**src/rtl/pot_accumulator_pkg.sv**
```systemverilog
// Shared types and constants for the power-of-two-coefficient convolution sequencer.
// Also provides the helpers that align a sample onto the accumulator and do the group shift.
package pot_accumulator_pkg;

  localparam int NUM_GROUPS = 16;
  localparam int ACC_W      = 40;
  localparam int DATA_W     = 16;
  localparam int COEF_W     = 16;
  localparam int CO_AW      = 9;
  localparam int X_AW       = 8;
  localparam int RJ_W       = 8;
  localparam int GRP_W      = 4;
  localparam int SIGN_BIT   = 8;
  localparam int FRAC_W     = 16;
  localparam int GUARD_W    = 8;

  typedef enum logic [2:0] {
    S_IDLE,
    S_LOAD_R,
    S_ACCUM,
    S_SHIFT,
    S_DONE
  } state_t;

  // Sample lands at the 2^0 position with 16 fractional zero bits and 8 sign-guard bits.
  function automatic logic signed [ACC_W-1:0] align_sample(input logic signed [DATA_W-1:0] x);
    return {{GUARD_W{x[DATA_W-1]}}, x, {FRAC_W{1'b0}}};
  endfunction

  function automatic logic signed [ACC_W-1:0] asr1(input logic signed [ACC_W-1:0] v);
    return v >>> 1;
  endfunction

endpackage

```
**src/rtl/pot_accumulator_if.sv**
```systemverilog
// Bus between the sequencer and the shared 40-bit add/subtract unit.
// The sequencer is the master; the adder answers combinationally on add_sum.
interface pot_accumulator_if;
  import pot_accumulator_pkg::*;

  logic [ACC_W-1:0] add_a;
  logic [ACC_W-1:0] add_b;
  logic             add_sub;
  logic             add_en;
  logic [ACC_W-1:0] add_sum;

  modport master (output add_a, output add_b, output add_sub, output add_en, input add_sum);
  modport slave  (input add_a, input add_b, input add_sub, input add_en, output add_sum);

endinterface

```
**src/rtl/pot_accumulator.sv**
```systemverilog
// Walks 16 coefficient groups, issuing one add/subtract per coefficient through the external
// adder and halving the accumulator after each group; the last shift yields one output sample.
module pot_accumulator
  import pot_accumulator_pkg::*;
(
  input  logic                 Sclk,
  input  logic                 Reset_n,
  input  logic                 start,
  input  logic [X_AW-1:0]      n_idx,
  output logic [GRP_W-1:0]     rj_addr,
  input  logic [RJ_W-1:0]      rj_data,
  output logic [CO_AW-1:0]     co_addr,
  input  logic [COEF_W-1:0]    co_data,
  output logic [X_AW-1:0]      x_addr,
  input  logic [DATA_W-1:0]    x_data,
  pot_accumulator_if.master    add,
  output logic                 busy,
  output logic                 done,
  output logic [ACC_W-1:0]     y
);

  state_t                   state, state_nxt;
  logic signed [ACC_W-1:0]  acc;
  logic signed [ACC_W-1:0]  acc_shifted;
  logic [RJ_W-1:0]          cnt;
  logic [GRP_W-1:0]         j;
  logic [CO_AW-1:0]         co_ptr;
  logic [X_AW-1:0]          n_q;
  logic                     last_group;

  // Only the sign and delay fields of a coefficient word carry meaning.
  logic unused_co_bits;
  assign unused_co_bits = ^co_data[COEF_W-1:SIGN_BIT+1];

  assign last_group  = (j == GRP_W'(NUM_GROUPS - 1));
  assign acc_shifted = asr1(acc);

  always_ff @(posedge Sclk or negedge Reset_n) begin
    if (!Reset_n) state <= S_IDLE;
    else          state <= state_nxt;
  end

  always_comb begin
    state_nxt = state;
    unique case (state)
      S_IDLE:   if (start) state_nxt = S_LOAD_R;
      S_LOAD_R: state_nxt = (rj_data == '0) ? S_SHIFT : S_ACCUM;
      S_ACCUM:  if (cnt == RJ_W'(1)) state_nxt = S_SHIFT;
      S_SHIFT:  state_nxt = last_group ? S_DONE : S_LOAD_R;
      S_DONE:   state_nxt = S_IDLE;
      default:  state_nxt = S_IDLE;
    endcase
  end

  always_comb begin
    add.add_en  = 1'b0;
    add.add_sub = 1'b0;
    x_addr      = '0;
    busy        = (state != S_IDLE);
    done        = (state == S_DONE);
    if (state == S_ACCUM) begin
      add.add_en  = 1'b1;
      add.add_sub = co_data[SIGN_BIT];
      x_addr      = n_q - co_data[X_AW-1:0];
    end
  end

  assign add.add_a = align_sample(signed'(x_data));
  assign add.add_b = acc;
  assign rj_addr   = j;
  assign co_addr   = co_ptr;

  always_ff @(posedge Sclk or negedge Reset_n) begin
    if (!Reset_n) begin
      acc    <= '0;
      cnt    <= '0;
      j      <= '0;
      co_ptr <= '0;
      n_q    <= '0;
      y      <= '0;
    end else begin
      unique case (state)
        S_IDLE: if (start) begin
          n_q    <= n_idx;
          acc    <= '0;
          j      <= '0;
          co_ptr <= '0;
        end
        S_LOAD_R: cnt <= rj_data;
        S_ACCUM: begin
          acc    <= signed'(add.add_sum);
          co_ptr <= co_ptr + CO_AW'(1);
          cnt    <= cnt - RJ_W'(1);
        end
        S_SHIFT: begin
          acc <= acc_shifted;
          if (last_group) y <= acc_shifted;
          else            j <= j + GRP_W'(1);
        end
        default: ;
      endcase
    end
  end

endmodule
```
**src/flat_wrapper.sv**
```systemverilog
// flat-port wrapper written by rule: the top's interface ports become plain ports
module pot_accumulator_flat import pot_accumulator_pkg::*;
  (Sclk, Reset_n, start, n_idx, rj_addr, rj_data, co_addr, co_data, x_addr, x_data, busy, done, y, add_add_a, add_add_b, add_add_sub, add_add_en, add_add_sum);
  pot_accumulator_if add_i ();
  input  logic Sclk;
  input  logic Reset_n;
  input  logic start;
  input  logic [X_AW-1:0] n_idx;
  output logic [GRP_W-1:0] rj_addr;
  input  logic [RJ_W-1:0] rj_data;
  output logic [CO_AW-1:0] co_addr;
  input  logic [COEF_W-1:0] co_data;
  output logic [X_AW-1:0] x_addr;
  input  logic [DATA_W-1:0] x_data;
  output logic busy;
  output logic done;
  output logic [ACC_W-1:0] y;
  output wire logic [$bits(add_i.add_a)-1:0] add_add_a;
  output wire logic [$bits(add_i.add_b)-1:0] add_add_b;
  output wire logic [$bits(add_i.add_sub)-1:0] add_add_sub;
  output wire logic [$bits(add_i.add_en)-1:0] add_add_en;
  input wire logic [$bits(add_i.add_sum)-1:0] add_add_sum;
  assign add_add_a = add_i.add_a;
  assign add_add_b = add_i.add_b;
  assign add_add_sub = add_i.add_sub;
  assign add_add_en = add_i.add_en;
  assign add_i.add_sum = add_add_sum;
  pot_accumulator u_core (.Sclk(Sclk), .Reset_n(Reset_n), .start(start), .n_idx(n_idx), .rj_addr(rj_addr), .rj_data(rj_data), .co_addr(co_addr), .co_data(co_data), .x_addr(x_addr), .x_data(x_data), .add(add_i), .busy(busy), .done(done), .y(y));
endmodule
```
**config.mk**
```make
export PLATFORM = sky130hd
export DESIGN_NAME = pot_accumulator_flat
export DESIGN_NICKNAME = d
export VERILOG_FILES = /design/src/rtl/pot_accumulator_pkg.sv /design/src/rtl/pot_accumulator_if.sv /design/src/rtl/pot_accumulator.sv /design/src/flat_wrapper.sv
export SDC_FILE = /design/constraint.sdc
export NUM_CORES = 1
export LEC_CHECK = 0
export BUFFER_PORTS_ARGS = -buffer_cell sky130_fd_sc_hd__clkbuf_2
export CAP_MARGIN = 5
export CORE_MARGIN = 5
export CORE_UTILIZATION = 48
export CTS_CLUSTER_DIAMETER = 50
export CTS_CLUSTER_SIZE = 40
export DETAILED_ROUTE_END_ITERATION = 6
export HOLD_SLACK_MARGIN = 0.15
export PLACE_DENSITY = 0.84
export SLEW_MARGIN = 20
export SYNTH_ARGS = -nofsm -noshare
export SYNTH_HDL_FRONTEND = slang
export SYNTH_SLANG_ARGS = --single-unit
export TNS_END_PERCENT = 1
```
**constraint.sdc**
```tcl
create_clock -name Sclk -period 1.9 [get_ports Sclk]
set_input_delay 0.095 -clock Sclk [delete_from_list [all_inputs] [get_ports Sclk]]
set_output_delay 0.095 -clock Sclk [all_outputs]
set_load 0.1 [all_outputs]
```
==> impl_metrics.py <==
metrics = {
    "pwr": {
        "clkPwrFrac": 0.099,
        "ir_worst_vdd_uv": 1290,
        "p_seq_frac": 0.270,
        "power.internal_mw": 5.72,
        "p_per_area_nw_per_um2": 1830,
        "comb_power_share": 0.632,
        "switching_share": 0.576,
        "p_sw_mw": 7.76,
        "leakage_nw": 3.92,
        "power_mw": 13.5,
    },
    "routing": {
        "vias_per_cell": 5.74,
        "drt-wirelength-per-cell_um": 19.4,
        "drt-total-wl_um": 16700,
        "drt_pass1_iterations": 7,
        "dr.first_iter.drc_count": 651,
        "ant_nets": 0,
        "drc": 9,
        "num_vias": 4923,
    },
    "floorplanning": {
        "die_area_um2": 13400,
        "ios": 236,
        "coreArea_um2": 10900,
        "die_h_um": 116,
        "die_w_um": 116,
        "rows": 38,
        "start_util": 0.494,
    },
    "layout": {
        "drive_gt1_frac": 0.390,
        "multi_input_area_um2": 2150,
        "syn2layout_area_growth_pct": 36.8,
        "nFillCells": 779,
        "utilization": 0.675,
        "layout.nets": 817,
        "register_area_um2": 2780,
        "diodes": 0,
    },
    "critical_path": {
        "path_class": "reg2out",
        "r2r_cells": 5,
        "worst-path-max-fanout": 3,
        "worstPathRequired_ps": 1800,
        "cp-end-kind": "primary output",
        "startpoint_type": "flop",
        "arrival_ps": 2210,
    },
    "yosys": {
        "synthCells": 499,
        "async_flop_share": 1.00,
        "synth_compound_area_frac": 0.132,
        "synthMuxAreaShare": 0.0873,
        "synth_top_family_by_area": "compound AO/OA/AOI/OAI gates",
        "synth_edf_count": 0,
        "avgSynthCellArea_um2": 10.8,
        "synth_warnings": 0,
        "synthSimpleGateAreaFrac": 0.107,
        "yosysSeqAreaShare": 0.517,
        "ys_ff_latch": 111,
        "synth_fa_ha_area_frac": 0.0317,
        "syn_area_um2": 5380,
        "synth_xor_area_frac": 0.00489,
        "yosys_most_used_dff": "dfrtp_1",
        "synth_cell_types": 55,
    },
    "clocking": {
        "clock-sinks": 111,
        "clock_path_buffers": 2,
        "path_clk_slew_ps": 100,
        "clk_root_buffer_cell": "clkbuf_8",
        "cts_buffers": 9,
        "cts_tree": "yes",
        "htree_levels": 3,
        "insertion_delay_ps": 390,
    },
    "timing": {
        "fin_ws_ps": -401,
        "setup_violations": 7,
        "hold_slack_ps": 190,
        "drv_slew": 0,
        "fin_crit_ps": 2300,
        "rsz0062_at_grt": "true",
        "fin_skew_ps": 10.5,
        "hold_viol": 0,
        "fmax_mhz": 435,
        "tightest_slew_ps": 1020,
        "final_min_period_over_clock_period": 1.21,
        "relSlewSlack": 0.319,
    },
    "global_route": {
        "antenna_found_initial": 0,
        "grt-ovfl-total": 0,
        "grt_start_max_net_pins": 49,
        "grt_pass1_vias": 5097,
        "grt_util_all_layers": 0.246,
        "grt_pass1_wl_um": 25700,
    },
    "place": {
        "dp_hpwl_um": 10700,
        "gp_congestion": 0.893,
        "portBuffers": 172,
    },
    "status": {
        "failed_checks": "design-rule violations, negative setup slack",
        "status": "finished with violations",
    },
    "worst_hold_path": {
        "hold_class": "in2async",
    },
    "flow_run": {
        "drv_cap": 0,
    },
}
[path summary, 6_finish.rpt]
kind | from | endpoint | slack [ps]
max in group asynchronous | Reset_n | u_core.co_addr[6] | 1100
worst max-delay path | u_core.n_q[0] | x_addr[6] | -400
worst max register to register | u_core.state[0] | u_core.add.add_b[26] | 50
min in group Sclk | x_data[10] | add_add_a[26] | 190
worst min-delay path | Reset_n | u_core.add.add_b[25] | 190
worst min register to register | u_core.co_addr[8] | u_core.co_addr[8] | 490
[synth_stat cells (2+ instances only)]
cell type,number,area share
o22ai_1,3,0.0035
nor2b_1,2,0.0023
mux2_2,39,0.082
or3b_1,2,0.0033
buf_2,12,0.011
dfrtp_1,111,0.52
o21ai_1,2,0.0019
ha_1,12,0.028
clkbuf_1,13,0.0091
nor3_1,6,0.0056
a31oi_1,3,0.0035
a311oi_1,2,0.0033
nand2b_1,4,0.0047
nor2_1,22,0.015
o21a_1,2,0.0028
nand2_1,45,0.031
a21oi_1,5,0.0047
mux2i_1,3,0.0056
or3_1,3,0.0035
a211oi_1,3,0.0042
nand4_1,4,0.0047
o21ai_0,17,0.016
nor4_1,3,0.0035
inv_1,53,0.037
buf_4,43,0.060
nand3_1,9,0.0084
o31ai_1,2,0.0028
and3_1,2,0.0023
and2_1,3,0.0035
a222oi_1,39,0.073
nor3b_1,4,0.0056
nand3b_1,2,0.0028
xnor2_1,2,0.0033
[power by group through the flow]
stage | registers, mW | logic [mW] | clock network, mW
6_report | 3.63 | 8.51 | 1.33
3_5_place_dp | 3.62 | 8.04 | 0
4_1_cts | 3.58 | 8.32 | 1.36
2_1_floorplan | 6.33 | 3.54 | 0
5_1_grt | 3.72 | 8.88 | 1.46
3_3_place_gp | 3.58 | 7.87 | 0
[cell families after synthesis]
kind of cell,count (synthesis)
AOI/OAI and AO/OA,88
xor gates and xnor gates,3
adders and majority gates,13
buffers and inverters,123
DFF,111
muxes,42
other,1
and+or+nand+nor,118
[layout make-up]
class	instances	area share
Clock buffer	12	0.0197
Clock inverter	4	0.00408
Inverter	54	0.0293
Multi-Input combinational cell	280	0.293
Sequential cell	111	0.378
Tap cell	140	0.0238
Timing Repair Buffer	257	0.252
[state kept, by name (all words and copies together), names as in the netlist]
signal            cells
u_core.add.add_b     40
u_core.state          3
u_core.rj_addr        4
u_core.y             39
u_core.n_q            8
u_core.co_addr        9
u_core.cnt            8
[critical path, stage by stage (launching register included)]
cell     delay [ps]
dfrtp_1         390
inv_2            60
ha_1            130
inv_1            50
fa_2            370
a21oi_4         150
o21ai_2         100
nor4_1          210
a211o_1         190
buf_12          180
[layer usage]
layer,track usage,part of all wire
met1,0.301,0.39
met2,0.399,0.48
met3,0.0637,0.10
met4,0.135,0.035
met5,0,0
[cells in the final DEF, fill, tap and decap left out, drive strengths merged, types with 4 or more instances in the layout]
master / Yosys / routed
nand2b: 4 / 4
dlygate4sd3: 0 / 58
conb: 1 / 16
inv: 54 / 54
dfrtp: 111 / 111
nand2: 46 / 46
o21ai: 19 / 19
nor2: 23 / 23
nand4: 4 / 4
nor3: 6 / 6
mux2: 39 / 39
ha: 12 / 12
a222oi: 39 / 39
buf: 56 / 38
a21oi: 5 / 5
clkbuf: 13 / 173
nand3: 9 / 9
nor3b: 4 / 4
[repair_timing]
action                                 CTS  global route
resized for setup                       19             9
setup buffers                            1             0
pin swaps                                4             2
hold buffers                            58             0
endpoints found under the hold margin  168             0
setup endpoints to repair               46            19
[stage by stage]
stage	instance area, µm²	setup WS [ps]	TNS (ps)	cells
3_5_place_dp	6470	-169	-346	783
6_report	7350	-401	-2100	858
3_3_place_gp	6470	-114	-218	783
4_1_cts	7300	-407	-2090	858
2_1_floorplan	5460	-796	-20980	514
5_1_grt	7350	-535	-2850	858
No activity file was read; power rests on OpenSTA's default activity.
